### src/rtl/gpr_wb_arbiter.sv
// Register-file write-port arbiter: pipeline writeback (A) has priority over a
// FIFO-buffered multi-cycle producer (B), with forwarding over pending writes.
module gpr_wb_arbiter #(
    parameter int DEPTH = 4
) (
    input  logic                    clk,
    input  logic                    clr,
    input  logic                    a_valid,
    input  logic [4:0]              a_addr,
    input  logic [31:0]             a_data,
    input  logic [31:0]             a_pc,
    input  logic                    b_valid,
    output logic                    b_ready,
    input  logic [4:0]              b_addr,
    input  logic [31:0]             b_data,
    input  logic [31:0]             b_pc,
    output logic                    we,
    output logic [4:0]              a3,
    output logic [31:0]             wd,
    output logic [31:0]             wpc,
    input  logic [4:0]              q_addr,
    output logic                    q_hit,
    output logic [31:0]             q_data,
    output logic [$clog2(DEPTH):0]  pend_cnt
);

    localparam int AW = $clog2(DEPTH);
    localparam int CW = AW + 1;

    logic [DEPTH-1:0] ent_vld_q, ent_vld_d;
    logic [4:0]       ent_addr_q [DEPTH];
    logic [4:0]       ent_addr_d [DEPTH];
    logic [31:0]      ent_data_q [DEPTH];
    logic [31:0]      ent_data_d [DEPTH];
    logic [31:0]      ent_pc_q   [DEPTH];
    logic [31:0]      ent_pc_d   [DEPTH];

    logic [AW-1:0] head_q, head_d;
    logic [AW-1:0] tail_q, tail_d;
    logic [CW-1:0] cnt_q,  cnt_d;

    logic          we_q,  we_d;
    logic [4:0]    a3_q,  a3_d;
    logic [31:0]   wd_q,  wd_d;
    logic [31:0]   wpc_q, wpc_d;

    logic          a_req;
    logic          full;
    logic          push_xfer;
    logic          push_keep;
    logic          pop;
    logic [AW-1:0] fwd_idx;

    assign a_req     = a_valid && (a_addr != 5'd0);
    assign full      = (cnt_q == CW'(DEPTH));
    assign b_ready   = !full;
    assign push_xfer = b_valid && b_ready;
    // A same-cycle A write to the same register is younger, so the B result is dead on arrival
    assign push_keep = push_xfer && (b_addr != 5'd0) && !(a_req && (a_addr == b_addr));
    assign pop       = !a_req && (cnt_q != '0);

    always_comb begin
        ent_vld_d  = ent_vld_q;
        ent_addr_d = ent_addr_q;
        ent_data_d = ent_data_q;
        ent_pc_d   = ent_pc_q;
        head_d     = head_q;
        tail_d     = tail_q;
        cnt_d      = cnt_q;

        if (a_req) begin
            for (int i = 0; i < DEPTH; i++) begin
                if (ent_addr_q[i] == a_addr) begin
                    ent_vld_d[i] = 1'b0;
                end
            end
        end

        if (push_keep) begin
            ent_vld_d[tail_q]  = 1'b1;
            ent_addr_d[tail_q] = b_addr;
            ent_data_d[tail_q] = b_data;
            ent_pc_d[tail_q]   = b_pc;
            tail_d             = tail_q + AW'(1);
        end

        if (pop) begin
            ent_vld_d[head_q] = 1'b0;
            head_d            = head_q + AW'(1);
        end

        case ({push_keep, pop})
            2'b10:   cnt_d = cnt_q + CW'(1);
            2'b01:   cnt_d = cnt_q - CW'(1);
            default: cnt_d = cnt_q;
        endcase
    end

    always_comb begin
        we_d  = 1'b0;
        a3_d  = a3_q;
        wd_d  = wd_q;
        wpc_d = wpc_q;
        if (a_req) begin
            we_d  = 1'b1;
            a3_d  = a_addr;
            wd_d  = a_data;
            wpc_d = a_pc;
        end else if (pop && ent_vld_q[head_q]) begin
            we_d  = 1'b1;
            a3_d  = ent_addr_q[head_q];
            wd_d  = ent_data_q[head_q];
            wpc_d = ent_pc_q[head_q];
        end
    end

    // Walk head to tail so the youngest matching entry is the last one kept;
    // freed and squashed slots always have their valid bit clear.
    always_comb begin
        q_hit   = 1'b0;
        q_data  = 32'd0;
        fwd_idx = head_q;
        if (q_addr != 5'd0) begin
            for (int i = 0; i < DEPTH; i++) begin
                fwd_idx = head_q + AW'(i);
                if (ent_vld_q[fwd_idx] && (ent_addr_q[fwd_idx] == q_addr)) begin
                    q_hit  = 1'b1;
                    q_data = ent_data_q[fwd_idx];
                end
            end
            if (!q_hit && we_q && (a3_q == q_addr)) begin
                q_hit  = 1'b1;
                q_data = wd_q;
            end
        end
    end

    always_ff @(posedge clk or posedge clr) begin
        if (clr) begin
            ent_vld_q <= '0;
            for (int i = 0; i < DEPTH; i++) begin
                ent_addr_q[i] <= 5'd0;
                ent_data_q[i] <= 32'd0;
                ent_pc_q[i]   <= 32'd0;
            end
            head_q <= '0;
            tail_q <= '0;
            cnt_q  <= '0;
            we_q   <= 1'b0;
            a3_q   <= 5'd0;
            wd_q   <= 32'd0;
            wpc_q  <= 32'd0;
        end else begin
            ent_vld_q <= ent_vld_d;
            for (int i = 0; i < DEPTH; i++) begin
                ent_addr_q[i] <= ent_addr_d[i];
                ent_data_q[i] <= ent_data_d[i];
                ent_pc_q[i]   <= ent_pc_d[i];
            end
            head_q <= head_d;
            tail_q <= tail_d;
            cnt_q  <= cnt_d;
            we_q   <= we_d;
            a3_q   <= a3_d;
            wd_q   <= wd_d;
            wpc_q  <= wpc_d;
        end
    end

    assign we       = we_q;
    assign a3       = a3_q;
    assign wd       = wd_q;
    assign wpc      = wpc_q;
    assign pend_cnt = cnt_q;

endmodule
### config.mk
export PLATFORM = sky130hd
export DESIGN_NAME = gpr_wb_arbiter
export DESIGN_NICKNAME = d
export VERILOG_FILES = /design/src/rtl/gpr_wb_arbiter.sv
export SDC_FILE = /design/constraint.sdc
export NUM_CORES = 1
export LEC_CHECK = 0
export ABC_AREA = 1
export CAP_MARGIN = 20
export CORE_ASPECT_RATIO = 2
export CORE_UTILIZATION = 45
export DETAILED_ROUTE_END_ITERATION = 12
export GPL_ROUTABILITY_DRIVEN = 0
export PLACE_DENSITY = 0.74
export SLEW_MARGIN = 40
export SYNTH_ARGS = -nofsm -noshare
export SYNTH_HDL_FRONTEND = slang
export SYNTH_SLANG_ARGS = --single-unit
### constraint.sdc
create_clock -name clk -period 25.7 [get_ports clk]
set_clock_uncertainty 0.15 [all_clocks]
set_input_delay 2.57 -clock clk [delete_from_list [all_inputs] [get_ports clk]]
set_output_delay 2.57 -clock clk [all_outputs]
set_load 0.02 [all_outputs]
# ---- Yosys cells after proc, flatten, opt, wreduce, memory -nomap -nowiden
# Index checks and enable logic that the tools add are counted.
# Widths: inputs -> output; s select.
dict set report word_totals {
  reg_bits 357
  latchBits 0
  ramBits 0
  romBits 0
  input_bits 147
  n_memories 0
}
dict set report op_classes {
  addsub 6
  mul 0
  n_div 0
  n_lt_le_gt_ge 13
  eq_ne 13
  shift 0
  mux 75
  n_bitwise 8
  reduce_logical 26
}
# op count
set ops {}
lappend ops {{$mux 32} 21}
lappend ops {{$bmux 32 s2} 5}
lappend ops {{$bwmux 128} 2}
lappend ops {{$demux 32 s2} 1}
lappend ops {{$mux 5} 11}
lappend ops {{$eq 5x5->1} 10}
lappend ops {{$bmux 5 s2} 4}
lappend ops {{$bwmux 20} 1}
lappend ops {{$mux 1} 19}
lappend ops {{$logic_and 1x1->1} 16}
lappend ops {{$ge 3x3->1 const B} 5}
lappend ops {{$lt 2x3->1 const B} 5}
lappend ops {{$not 2->3} 5}
lappend ops {{$reduce_bool 5->1} 3}
lappend ops {{$mux 4} 3}
lappend ops {{$demux 5 s2} 1}
lappend ops {{$bmux 1 s2} 4}
lappend ops {{$pmux 3 s2} 1}
lappend ops {{$add 2x1->2 const B} 2}
lappend ops {{$add 2x2->2 const B} 2}
lappend ops {{$and 4x4->4} 1}
lappend ops {{$demux 1 s2} 2}
lappend ops {{$ge 2x1->1 const B} 2}
lappend ops {{$logic_not 1->1} 4}
lappend ops {{other kinds (10)} 11}

# ---- Logic depth before layout (Yosys ltp)
# Gate-level depths: netlist of run 1.
dict set report logic_depth {
  ltp_word 16
  depth_mapped 21
  depth_no_buf 14
}

# ---- Least setup slack after synthesis of run 1
# Ideal clock, no wire load.
dict set report synth_timing {
  path_type {in2out}
  from {input q_addr[3]}
  to {output q_data[0]}
  arrival_time_ns 4.098
  slack_ns 18.882
  cell_stages 9
  path_buffers 3
  cell_sequence {clkbuf_1 o21ai_0 a221oi_1 nand4_1 nor2_1 buf_2 buf_2 a21oi_1 a21oi_1}
}
dict set report synth_via {
  elab_chain_len 12
  elab_cells_between_ends 24
}
# element line_no
set synth_rtl {}
lappend synth_rtl {{from (decl)} 21} ;# input logic [4:0] q_addr,
lappend synth_rtl {{$eq 5x5->1} 126} ;# if (ent_vld_q[fwd_idx] && (ent_addr_q[fwd_idx] == q_addr)) begin
lappend synth_rtl {{$logic_and 1x1->1} 126}
lappend synth_rtl {{$mux 1 (4 in series)} 126}
lappend synth_rtl {{$mux 1} 123} ;# if (q_addr != 5'd0) begin
lappend synth_rtl {{$logic_not 1->1} 131} ;# if (!q_hit && we_q && (a3_q == q_addr)) begin
lappend synth_rtl {{$logic_and 1x1->1 (2 in series)} 131}
lappend synth_rtl {{$mux 32} 131}
lappend synth_rtl {{$mux 32 *} 123}
lappend synth_rtl {{to (decl)} 23} ;# output logic [31:0] q_data,
# Mark *: on every way between the ends. The rest lies on a longest branch, timed or not. The select of a mux whose other input is x is not followed.

# ---- Final worst setup path of run 1
dict set report layout_timing {
  from {register head_q[1]}
  to {output q_data[6]}
}
dict set report layout_via {
  elab_chain_len 16
  elab_cells_between_ends 61
}
# element line_no
set layout_rtl {}
lappend layout_rtl {{from (decl)} 38} ;# logic [AW-1:0] head_q, head_d;
lappend layout_rtl {{from (signal assigned)} 146} ;# head_q <= '0;
lappend layout_rtl {{from (signal assigned)} 160} ;# head_q <= head_d;
lappend layout_rtl {{$add 2x1->2 / $not 2->3 (equally long branches)} {125, 126, 128}}
lappend layout_rtl {{$not 2->3 (not written as such) / $bmux 5 s2 (equally long branches)} {126, 128}}
lappend layout_rtl {{$bmux 5 s2 / $mux 5 (equally long branches)} 126}
lappend layout_rtl {{$mux 5 (not written as such)} 126}
lappend layout_rtl {{$mux 5 (not written as such) / $eq 5x5->1 (equally long branches)} 126}
lappend layout_rtl {{$eq 5x5->1 / $logic_and 1x1->1 (equally long branches)} 126}
lappend layout_rtl {{$logic_and 1x1->1 / $mux 1 (equally long branches)} 126}
lappend layout_rtl {{$mux 1 (3 in series)} 126}
lappend layout_rtl {{$mux 1} 123}
lappend layout_rtl {{$logic_not 1->1} 131}
lappend layout_rtl {{$logic_and 1x1->1 (2 in series)} 131}
lappend layout_rtl {{$mux 32 *} 131}
lappend layout_rtl {{$mux 32 *} 123}
# Marked as above.

==> reports/qor.csv, run 1 <==
stage,metric,value,unit
synth,Synth Net Count,3283,
power,VDD IR max,0.0765,mV
die,num ports,254,
power,clock power share,0.151,
grt,antenna violations before repair,7,
power,Pleak,11.9,nW
timing,RSZ-0062 raised after global routing,false,
timing,period utilization,0.378,
route,drt total wl,66000,um
die,row count,111,
power,Net Switching,1.61,mW
power,Gate power share,0.547,
synth,Mapped Area,21000,um2
route,met2 wire len,33500,um
power,share of total power in sequential cells,0.302,
timing,final setup vio count,0,
timing,Slew Limit Fails,0,
clocking,CTS buffer count,37,
setup_path,Critical Path AT,7.00,ns
min_path,hold depth,2,
die,Die X-Extent,155,um
route,Vias,20700,
synth,top cell type's share of synthesized area,0.426,
synth,register area share after synthesis,0.426,
clocking,Sink Count,357,
clocking,Post-CTS Setup Bufs,0,
power,Pwr Total,3.37,mW
die,starting density of the core,0.457,
setup_path,"critical path fanouts, max",77,
clocking,CTS tree,built,
route,"antenna viol nets, final",0,
final_layout,P&R area growth vs syn,17.3,%
synth,YS warnings,0,
route,top sig layer,met5,
setup_path,worst endpoint required time,22.98,ns
synth,Post-Synthesis Cells,3126,
setup_path,CP endpoint kind,output port,
die,DIE HEIGHT,307,um
synth,cell taking the most area after synthesis,dfrtp_1,
die,full die area,47600,um2
grt,global-route wire length before repair,106000,um
job,Max-Cap Viols,0,
timing,Slew @ Worst Pin,0.796,ns
clocking,PostCTS Resize Cnt,0,
power,Pint,1.76,mW
min_path,min-delay src,ent_pc_q[58],
route,drt wl/cell,17.1,um
setup_path,minimum setup slack among reg-to-reg paths,21.40,ns
synth,Synth Register Bits,357,
synth,Synth cell types,37,
timing,fin crit period,9.72,ns
clocking,Max Buffers Root-to-Sink,3,
final_layout,layout cells sized above 1,0.0320,
route,drt first pass iters,6,
synth,Area contributors post-synth,"dfrtp_1 43%, nand2_1 22%, o21ai_0 9.3%",
grt,number of global-route vias before repair,20000,
synth,Commonest cells post-synth,"1,241 x nand2_1, 389 x o21ai_0, 357 x dfrtp_1, 310 x nor2_1, 186 x inv_1",
synth,share of flip-flops with an asynchronous set or reset,1.00,
setup_path,Startpoint Class,flop,
synth,"EDFF count, synth",0,
clocking,CTS Hold Bufs,0,
route,met1 WL,25500,um
min_path,Hold Path End,ent_pc_q[58],
route,# DRC,0,
route,wire length on met3,4010,um
setup_path,FF-to-FF Start,head_q[1],
clocking,CTS root buf,clkbuf_16,
place,post-DP HPWL,42100,um
clocking,Clock Latency Late Sink,0.54,ns
synth,Synth Flop Type,dfrtp_1,
power,pwr/cell area,137,nW/um2
grt,Total GRT Usage,0.283,
synth,"Avg Cell Area, Syn",6.72,um2
route,DRT iter0 DRCs,1378,
synth,"count leader, synth",nand2_1,
clocking,H-Tree Depth,2,
place,PortBufs,253,
min_path,Tightest Hold Check Type,reg -> reg,
final_layout,Fillers,4447,
status,status,"finished, final reports clean",
die,Placeable Area,46000,um2
grt,pin count of the biggest net entering global routing,121,
route,Vias/cell,5.34,
timing,post-route setup TNS,0,ns
grt,GRT overflow,0,
timing,slew margin rel.,0.469,
setup_path,reg-to-reg endpoint,head_q[1],
final_layout,nets,3380,
timing,maximum clock frequency,103,MHz
setup_path,Worst Reg-to-Reg Cells,6,
clocking,"Reg clk slew, reported paths",0.06,ns
power,Sw Share,0.478,
timing,"Hold Vio Cnt, Final",0,
setup_path,critical path class,reg -> out,
cell usage in the layout, fill, tap and decap left out, drive strengths merged:
master         Yosys  routed
nor2             311     311
nand4              6       6
clkinvlp           0       1
xor2              12      12
fa                 1       1
nand3            133     133
o41ai              3       3
nand2           1245    1245
buf              129      27
a21oi             69      69
a221oi             1       1
o22ai             32      32
xnor2             13      13
mux2i              1       1
clkdlybuf4s50      0     253
nor4               1       1
nor3               5       5
a22oi              4       4
dfrtp            357     357
diode              0       4
o21ai            430     430
a31oi             66      66
o211ai             4       4
o31a               1       1
clkinv             1       7
inv              197     198
o21a               1       1
or2                1       1
ha                 9       9
clkbuf            93      53
flip-flops by register name, summed over array words and instances (netlist names):
register and cells:
pend_cnt 3, ent_pc_q 128, a3 5, wd 32, ent_vld_q 4, ent_data_q 128
head_q 2, tail_q 2, ent_addr_q 20, we 1, wpc 32
through the flow:
| stage | utilization | setup WS [ns] | std cells | instance area (um2) | hold WS (ns) |
|---|---|---|---|---|---|
| 3_5_place_dp | 0.511 | 16.51 | 3804 | 23500 | 0.310 |
| 5_1_grt | 0.536 | 15.62 | 3870 | 24600 | 0.343 |
| 3_3_place_gp | 0.510 | 16.60 | 3804 | 23500 | 0.307 |
| 2_1_floorplan | - | 13.07 | 3126 | 21000 | 0.294 |
| 6_report | 0.536 | 15.98 | 3870 | 24600 | 0.325 |
| 4_1_cts | 0.534 | 15.93 | 3865 | 24500 | 0.327 |
worst max-delay path, cell delays in order (launching register included):
cell and delay (ns):
dfrtp_4 0.82, clkinv_2 0.79, ha_2 0.62, buf_4 0.63
inv_2 0.49, nand3_1 0.25, nand3_1 0.09, nand2_1 0.07
nor2_1 0.05, nand3_2 0.06, buf_4 0.60, nand2_2 0.21
nor2_8 0.41, buf_12 0.26, a21oi_1 0.09, a21oi_1 0.24
clkdlybuf4s50_1 0.66
worst max path at each step:
| stage | start | to | slack [ns] | depth (start not counted) |
|---|---|---|---|---|
| 2_1_floorplan | clr | a3[0] | 13.07 | 1 |
| 3_3_place_gp | head_q[1] | q_data[6] | 16.60 | 15 |
| 3_5_place_dp | head_q[1] | q_data[29] | 16.51 | 15 |
| 4_1_cts | head_q[1] | q_data[9] | 15.93 | 15 |
| 5_1_grt | head_q[1] | q_data[5] | 15.62 | 16 |
| 6_report | head_q[1] | q_data[6] | 15.98 | 16 |
layer usage:
layer  track usage  up-vias
met2         0.509      762
met3        0.0398      174
met5             0        -
met4         0.142        6
met1         0.325     9581
li1              -    10100
logic make-up after synthesis:
kind of cell	count (synthesis)	share of synthesized area
AOI/OAI and AO/OA	611	0.153
buffers and inverters	420	0.0883
DFF	357	0.426
adders and majority gates	10	0.00632
xor gates and xnor gates	25	0.0104
muxes	1	0.000477
and+or+nand+nor	1702	0.315
final cells by class:
| type | count | area, um2 | area share |
|---|---|---|---|
| diodes | 4 | 10.0 | 0.000407 |
| clock buffers | 53 | 1030 | 0.0417 |
| clock inverters | 8 | 53.8 | 0.00219 |
| inverters | 198 | 768 | 0.0312 |
| multi-input cells | 2349 | 10300 | 0.417 |
| flip-flops and latches | 357 | 8940 | 0.363 |
| well taps | 621 | 777 | 0.0316 |
| repair buffers | 280 | 2770 | 0.113 |
power groups by stage:
stage / Combinational (mW) / Sequential (mW) / Clock, mW
final: 1.84 / 1.02 / 0.509
after global routing: 2.08 / 1.06 / 0.537
after CTS: 1.84 / 1.02 / 0.519
after detailed placement: 1.82 / 1.02 / 0
after global placement: 1.80 / 1.02 / 0
after floorplan: 1.26 / 1.04 / 0
Note: power is estimated with default switching activity, not from simulation.
==> run 2: changes to the inputs <==
- PLACE_DENSITY: 0.74 -> 0.76
- clock period: 25.7 -> 8.1 ns (I/O delays scaled with it)
==> run 2 against run 1 <==
- critical path depth shrank 1
- final cell count grew 0.23%
- first-iteration DRC count shrank 5.4%
- final area grew 0.68%
- count of clock-buffer cells in the layout shrank 2
- total power grew to 3.2 times the previous value
- sequential share of layout area shrank 0.25 points
- wire length grew 0.36%
- utilization grew 0.36 points
- setup slack lost 14 ns
- global-route usage is essentially flat
- critical endpoint is now q_data[25]
- largest cell class unchanged
==> reports/qor.csv, run 2 (synthesis results as in run 1) <==
stage,metric,value,unit,change
final_layout,fin area,24800,um2,+0.68%
route,"antenna viol nets, final",0,,unchanged
clocking,PostCTS Resize Cnt,0,,unchanged
timing,RSZ-0062 raised after global routing,false,,
clocking,Post-CTS Setup Bufs,0,,unchanged
clocking,Sink Count,357,,unchanged
die,full die area,47600,um2,unchanged
clocking,CTS Hold Bufs,0,,unchanged
timing,Slew @ Worst Pin,0.865,ns,+0.0692 ns
final_layout,"most common cell after layout, fill and taps aside",nand2_1,,
die,DIE HEIGHT,307,um,unchanged
place,post-DP HPWL,42000,um,-0.44%
clocking,H-Tree Depth,2,,unchanged
timing,period utilization,0.808,,
grt,global-route wire length before repair,106000,um,+0.48%
setup_path,worst endpoint required time,7.14,ns,-15.84 ns
timing,post-route setup TNS,0,ns,unchanged
clocking,Max Buffers Root-to-Sink,3,,unchanged
grt,pin count of the biggest net entering global routing,141,,+17%
timing,fin crit period,6.54,ns,
route,Vias/cell,5.38,,+0.84%
final_layout,nets,3383,,+0.089%
timing,Worst Hold Margin,0.324,ns,-0.000992 ns
final_layout,Largest regs,"ent_data_q: 128 flops, ent_pc_q: 128 flops",,
setup_path,"critical path fanouts, max",49,,-36%
final_layout,P&R area growth vs syn,18.1,%,
clocking,CTS tree,built,,
power,Pleak,12.0,nW,+0.56%
final_layout,"commonest non-fill, non-tap cells in the layout","1,238 x nand2_1, 389 x o21ai_0, 355 x dfrtp_1, 309 x nor2_1, 253 x clkdlybuf4s50_1",,
clocking,Clock Latency Late Sink,0.53,ns,about the same
route,DRT iter0 DRCs,1304,,-5.4%
status,status,"finished, final reports clean",,
setup_path,Critical Path AT,5.58,ns,-1.42 ns
route,drt wl/cell,17.1,um,+0.12%
timing,Slew Limit Fails,0,,unchanged
die,num ports,254,,unchanged
clocking,"Reg clk slew, reported paths",0.06,ns,about the same
die,starting density of the core,0.457,,unchanged
place,PortBufs,253,,unchanged
grt,number of global-route vias before repair,20400,,+1.9%
die,row count,111,,unchanged
timing,final setup vio count,0,,unchanged
route,Vias,20900,,+1.1%
place,placed instance area,23600,um2,+0.38%
die,Placeable Area,46000,um2,unchanged
timing,maximum clock frequency,153,MHz,
route,drt first pass iters,5,,-1
power,pwr/cell area,436,nW/um2,+220%
route,drt total wl,66300,um,+0.36%
die,Die X-Extent,155,um,unchanged
setup_path,Startpoint Class,flop,,
clocking,CTS buffer count,36,,-2.7%
grt,antenna violations before repair,7,,unchanged
setup_path,critical path class,reg -> out,,
timing,slew margin rel.,0.423,,-0.0462
power,VDD IR max,0.262,mV,+240%
grt,Total GRT Usage,0.283,,about the same
setup_path,CP endpoint kind,output port,,
job,Max-Cap Viols,0,,unchanged
clocking,CTS root buf,clkbuf_16,,
final_layout,layout cells sized above 1,0.0366,,+0.00452
min_path,Tightest Hold Check Type,reg -> reg,,
route,# DRC,0,,unchanged
timing,"Hold Vio Cnt, Final",0,,unchanged
grt,GRT overflow,0,,unchanged
run 2: worst paths after layout:
| path | from | to | slack, ns | cells after the start |
|---|---|---|---|---|
| max in group asynchronous | clr | ent_pc_q[94] | 5.74 | 5 |
| hold / removal | ent_pc_q[55] | ent_pc_q[55] | 0.32 | 2 |
| setup reg to reg | pend_cnt[1] | ent_addr_q[6] | 4.59 | 11 |
| min in group asynchronous | clr | wpc[6] | 0.64 | 3 |
| setup / recovery | head_q[0] | q_data[25] | 1.56 | 15 |
| hold reg to reg | ent_pc_q[55] | ent_pc_q[55] | 0.32 | 2 |
run 2: worst max-delay path, cell delays in order (launching register included):
cell             delay, ns
dfrtp_4               0.74
inv_4                 0.32
ha_2                  0.60
inv_2                 0.18
nand3_1               0.14
nand3_1               0.08
nand2_1               0.08
nor2_1                0.05
nand3_2               0.09
buf_4                 0.44
clkinv_1              0.80
buf_4                 0.46
nor2_1                0.14
nand2_1               0.06
a21oi_1               0.18
clkdlybuf4s50_1       0.63
run 2: through the flow:
stage / power (mW) / setup WS, ns / utilization / instances
2_1_floorplan: 7.30 / 2.36 / - / 3126
3_3_place_gp: 8.94 / 2.49 / 0.511 / 3807
3_5_place_dp: 9.07 / 2.40 / 0.513 / 3808
4_1_cts: 10.8 / 1.82 / 0.538 / 3874
5_1_grt: 11.8 / 1.17 / 0.539 / 3879
6_report: 10.8 / 1.56 / 0.539 / 3879
run 2: area by class of cell:
cell class,count,area [um2]
multi-input cells,2349,10300
well taps,621,777
clock inverters,15,124
diodes,4,10.0
inverters,198,759
fillers,4512,21200
clock buffers,51,1060
flip-flops and latches,357,8940
repair buffers,284,2860
run 2: report_power, final:
group	switching [mW]	total [mW]	internal (mW)	leakage [nW]
Combinational	3.79	5.86	2.07	6.98
Sequential	0.585	3.23	2.65	4.39
Clock	0.753	1.71	0.954	0.585
Total	5.13	10.8	5.67	12.0
run 2: per-layer routing:
layer | part of all wire | track usage | wire [um]
met5 | 0.00056 | 0 | 37
met4 | 0.041 | 0.137 | 2700
met3 | 0.058 | 0.0367 | 3860
met2 | 0.52 | 0.518 | 34200
met1 | 0.38 | 0.322 | 25500
==> run 3: changes to the inputs <==
- PLACE_DENSITY: 0.76 -> 0.74
- clock period: 8.1 -> 6.85 ns (I/O delays scaled with it)
==> run 3 against run 2 <==
- final cell count rose by 0.15%
- utilization rose by 0.39 points
- worst hold slack barely moved
- count of clock-buffer cells in the layout fell by 5
- sequential power rose by 16%
- die area did not move
- sequential share of layout area fell by 0.26 points
- critical path depth did not move
- combinational power rose by 21%
- wire length rose by 1.6%
- via count barely moved
==> reports/qor.csv, run 3 (synthesis results as in run 1) <==
stage,metric,value,unit,change
place,placed instance area,23700,um2,+0.57%
clocking,H-Tree Depth,2,,unchanged
die,num ports,254,,unchanged
final_layout,"most common cell after layout, fill and taps aside",nand2_1,,
route,drt first pass iters,5,,unchanged
route,Vias/cell,5.37,,-0.16%
die,Die X-Extent,155,um,unchanged
timing,Slew @ Worst Pin,0.839,ns,-0.0258 ns
final_layout,layout cells sized above 1,0.0377,,+0.00117
final_layout,Multi-input gate area,10200,um2,-0.11%
die,DIE HEIGHT,307,um,unchanged
timing,slew margin rel.,0.440,,+0.0173
route,DRT iter0 DRCs,1404,,+7.7%
setup_path,CP max stage delay,0.67,ns,-0.13 ns
status,status,"finished, final reports clean",,
clocking,Sink Count,357,,unchanged
final_layout,Largest regs,"ent_data_q: 128 flops, ent_pc_q: 128 flops",,
die,row count,111,,unchanged
die,starting density of the core,0.457,,unchanged
route,"antenna viol nets, final",0,,unchanged
route,# DRC,0,,unchanged
route,drt total wl,67300,um,+1.6%
timing,Slew Limit Fails,0,,unchanged
timing,slack of the critical path,0.958,ns,-0.599 ns
place,Placement Setup Slack,1.57,ns,-0.837 ns
clocking,CTS Hold Bufs,0,,unchanged
setup_path,Critical Path End,q_data[3],,
final_layout,Non-Filler Instances,3885,,+0.15%
setup_path,Startpoint Class,flop,,
setup_path,reg-to-reg endpoint,wd[27],,
setup_path,minimum setup slack among reg-to-reg paths,3.16,ns,-1.43 ns
grt,antenna violations before repair,6,,-1
setup_path,CP top delay family,buffers and inverters,,
place,number of cells after detailed placement,3817,,+0.24%
setup_path,Critical Path AT,5.06,ns,-0.52 ns
setup_path,"critical path fanouts, max",44,,-10%
clocking,CTS buffer count,36,,unchanged
final_layout,fin area,25000,um2,+0.73%
timing,fin crit period,5.89,ns,
job,Max-Cap Viols,0,,unchanged
final_layout,nets,3391,,+0.24%
timing,maximum clock frequency,170,MHz,
power,pwr/cell area,521,nW/um2,+20%
setup_path,Worst Reg-to-Reg Cells,8,,-3
final_layout,Reg area,8940,um2,unchanged
setup_path,worst endpoint required time,6.01,ns,-1.13 ns
setup_path,slowest CP cell,clkdlybuf4s50_1,,
grt,number of global-route vias before repair,20300,,-0.015%
grt,GRT overflow,0,,unchanged
clocking,PostCTS Resize Cnt,0,,unchanged
setup_path,Crit path top cell by count,nand2_1,,
power,VDD IR max,0.252,mV,-3.9%
grt,Total GRT Usage,0.288,,+0.00447
timing,post-route setup TNS,0,ns,unchanged
clocking,"Reg clk slew, reported paths",0.07,ns,about the same
clocking,Max Buffers Root-to-Sink,3,,unchanged
setup_path,CP endpoint kind,output port,,
power,Pleak,12.1,nW,+0.85%
final_layout,Fillers,4535,,+0.51%
grt,global-route wire length before repair,107000,um,+1.1%
place,post-DP HPWL,43600,um,+3.9%
timing,RSZ-0062 raised after global routing,false,,
timing,"Hold Vio Cnt, Final",0,,unchanged
grt,pin count of the biggest net entering global routing,183,,+30%
die,full die area,47600,um2,unchanged
setup_path,Crit path depth,15,,unchanged
setup_path,critical path class,reg -> out,,
clocking,Post-CTS Setup Bufs,0,,unchanged
timing,period utilization,0.860,,
setup_path,crit-path cells,clkinv_2 > ha_2 > inv_2 > nand3_1 > nand2_1 > nand2_1 > nand2_1 > nor2_1 > nand3_2 > nand2_2 > nor2_8 > buf_12 > a21oi_1 > a21oi_1 > clkdlybuf4s50_1,,
final_layout,P&R area growth vs syn,18.9,%,
clocking,Clock Latency Late Sink,0.53,ns,about the same
timing,final setup vio count,0,,unchanged
setup_path,crit path launch,head_q[1],,
min_path,Tightest Hold Check Type,reg -> reg,,
final_layout,final design utilization,0.543,,+0.00392
route,drt wl/cell,17.3,um,+1.4%
clocking,CTS root buf,clkbuf_16,,
setup_path,WP buf/inv,4,,-2
setup_path,FF-to-FF Start,head_q[1],,
clocking,CTS tree,built,,
route,Vias,20900,,-0.0096%
place,PortBufs,253,,unchanged
final_layout,"commonest non-fill, non-tap cells in the layout","1,239 x nand2_1, 389 x o21ai_0, 355 x dfrtp_1, 309 x nor2_1, 253 x clkdlybuf4s50_1",,
die,Placeable Area,46000,um2,unchanged
[run 3: cell types whose count changed in the layout (fill, tap and decap cells not counted), moves of 3 or more]
cell,previous run,this run
inv_6,4,1
buf_4,21,27
buf_12,4,8
bufinv_16,1,7
clkbuf_8,9,3
[run 3: how the worst min path moves through the flow]
stage	start	to	cells after the start	slack, ns
CTS	ent_pc_q[40]	ent_pc_q[40]	2	0.33
floorplan	ent_pc_q[63]	ent_pc_q[63]	2	0.29
finish	ent_pc_q[54]	ent_pc_q[54]	2	0.32
global route	ent_pc_q[34]	ent_pc_q[34]	2	0.34
global placement	ent_pc_q[84]	ent_pc_q[84]	2	0.31
detailed placement	ent_pc_q[83]	ent_pc_q[83]	2	0.31
[run 3: through the flow]
step	total power, mW	hold slack [ns]
final	13.0	0.324
after floorplan	8.63	0.294
after global placement	10.6	0.306
after CTS	13.0	0.327
after global routing	14.1	0.337
after detailed placement	10.8	0.310
[run 3: worst reg2reg max path, delay by kind of cell, from the launching register on]
kind / cells / cell delay, ns
simple gates: 4 / 0.85
compound gates: 1 / 0.25
flops: 1 / 0.41
buf+inv: 3 / 1.87
[run 3: power breakdown]
group          internal [mW]  total [mW]  switching, mW
clock network           1.29        2.17          0.885
logic                   2.48        7.10           4.62
registers               3.13        3.74          0.606
[run 3: layout make-up]
cell class / instances / share of cell area
Multi-Input combinational cell: 2349 / 0.410
Sequential cell: 357 / 0.358
Timing Repair Buffer: 292 / 0.119
Clock buffer: 46 / 0.0396
Tap cell: 621 / 0.0311
Inverter: 198 / 0.0303
Clock inverter: 17 / 0.0108
Antenna cell: 5 / 0.000501
[run 3: routing by layer]
metal / routed length [um] / GRT usage
met5: 23 / 0
met4: 2960 / 0.147
met3: 4120 / 0.0398
met2: 34700 / 0.520
met1: 25500 / 0.327
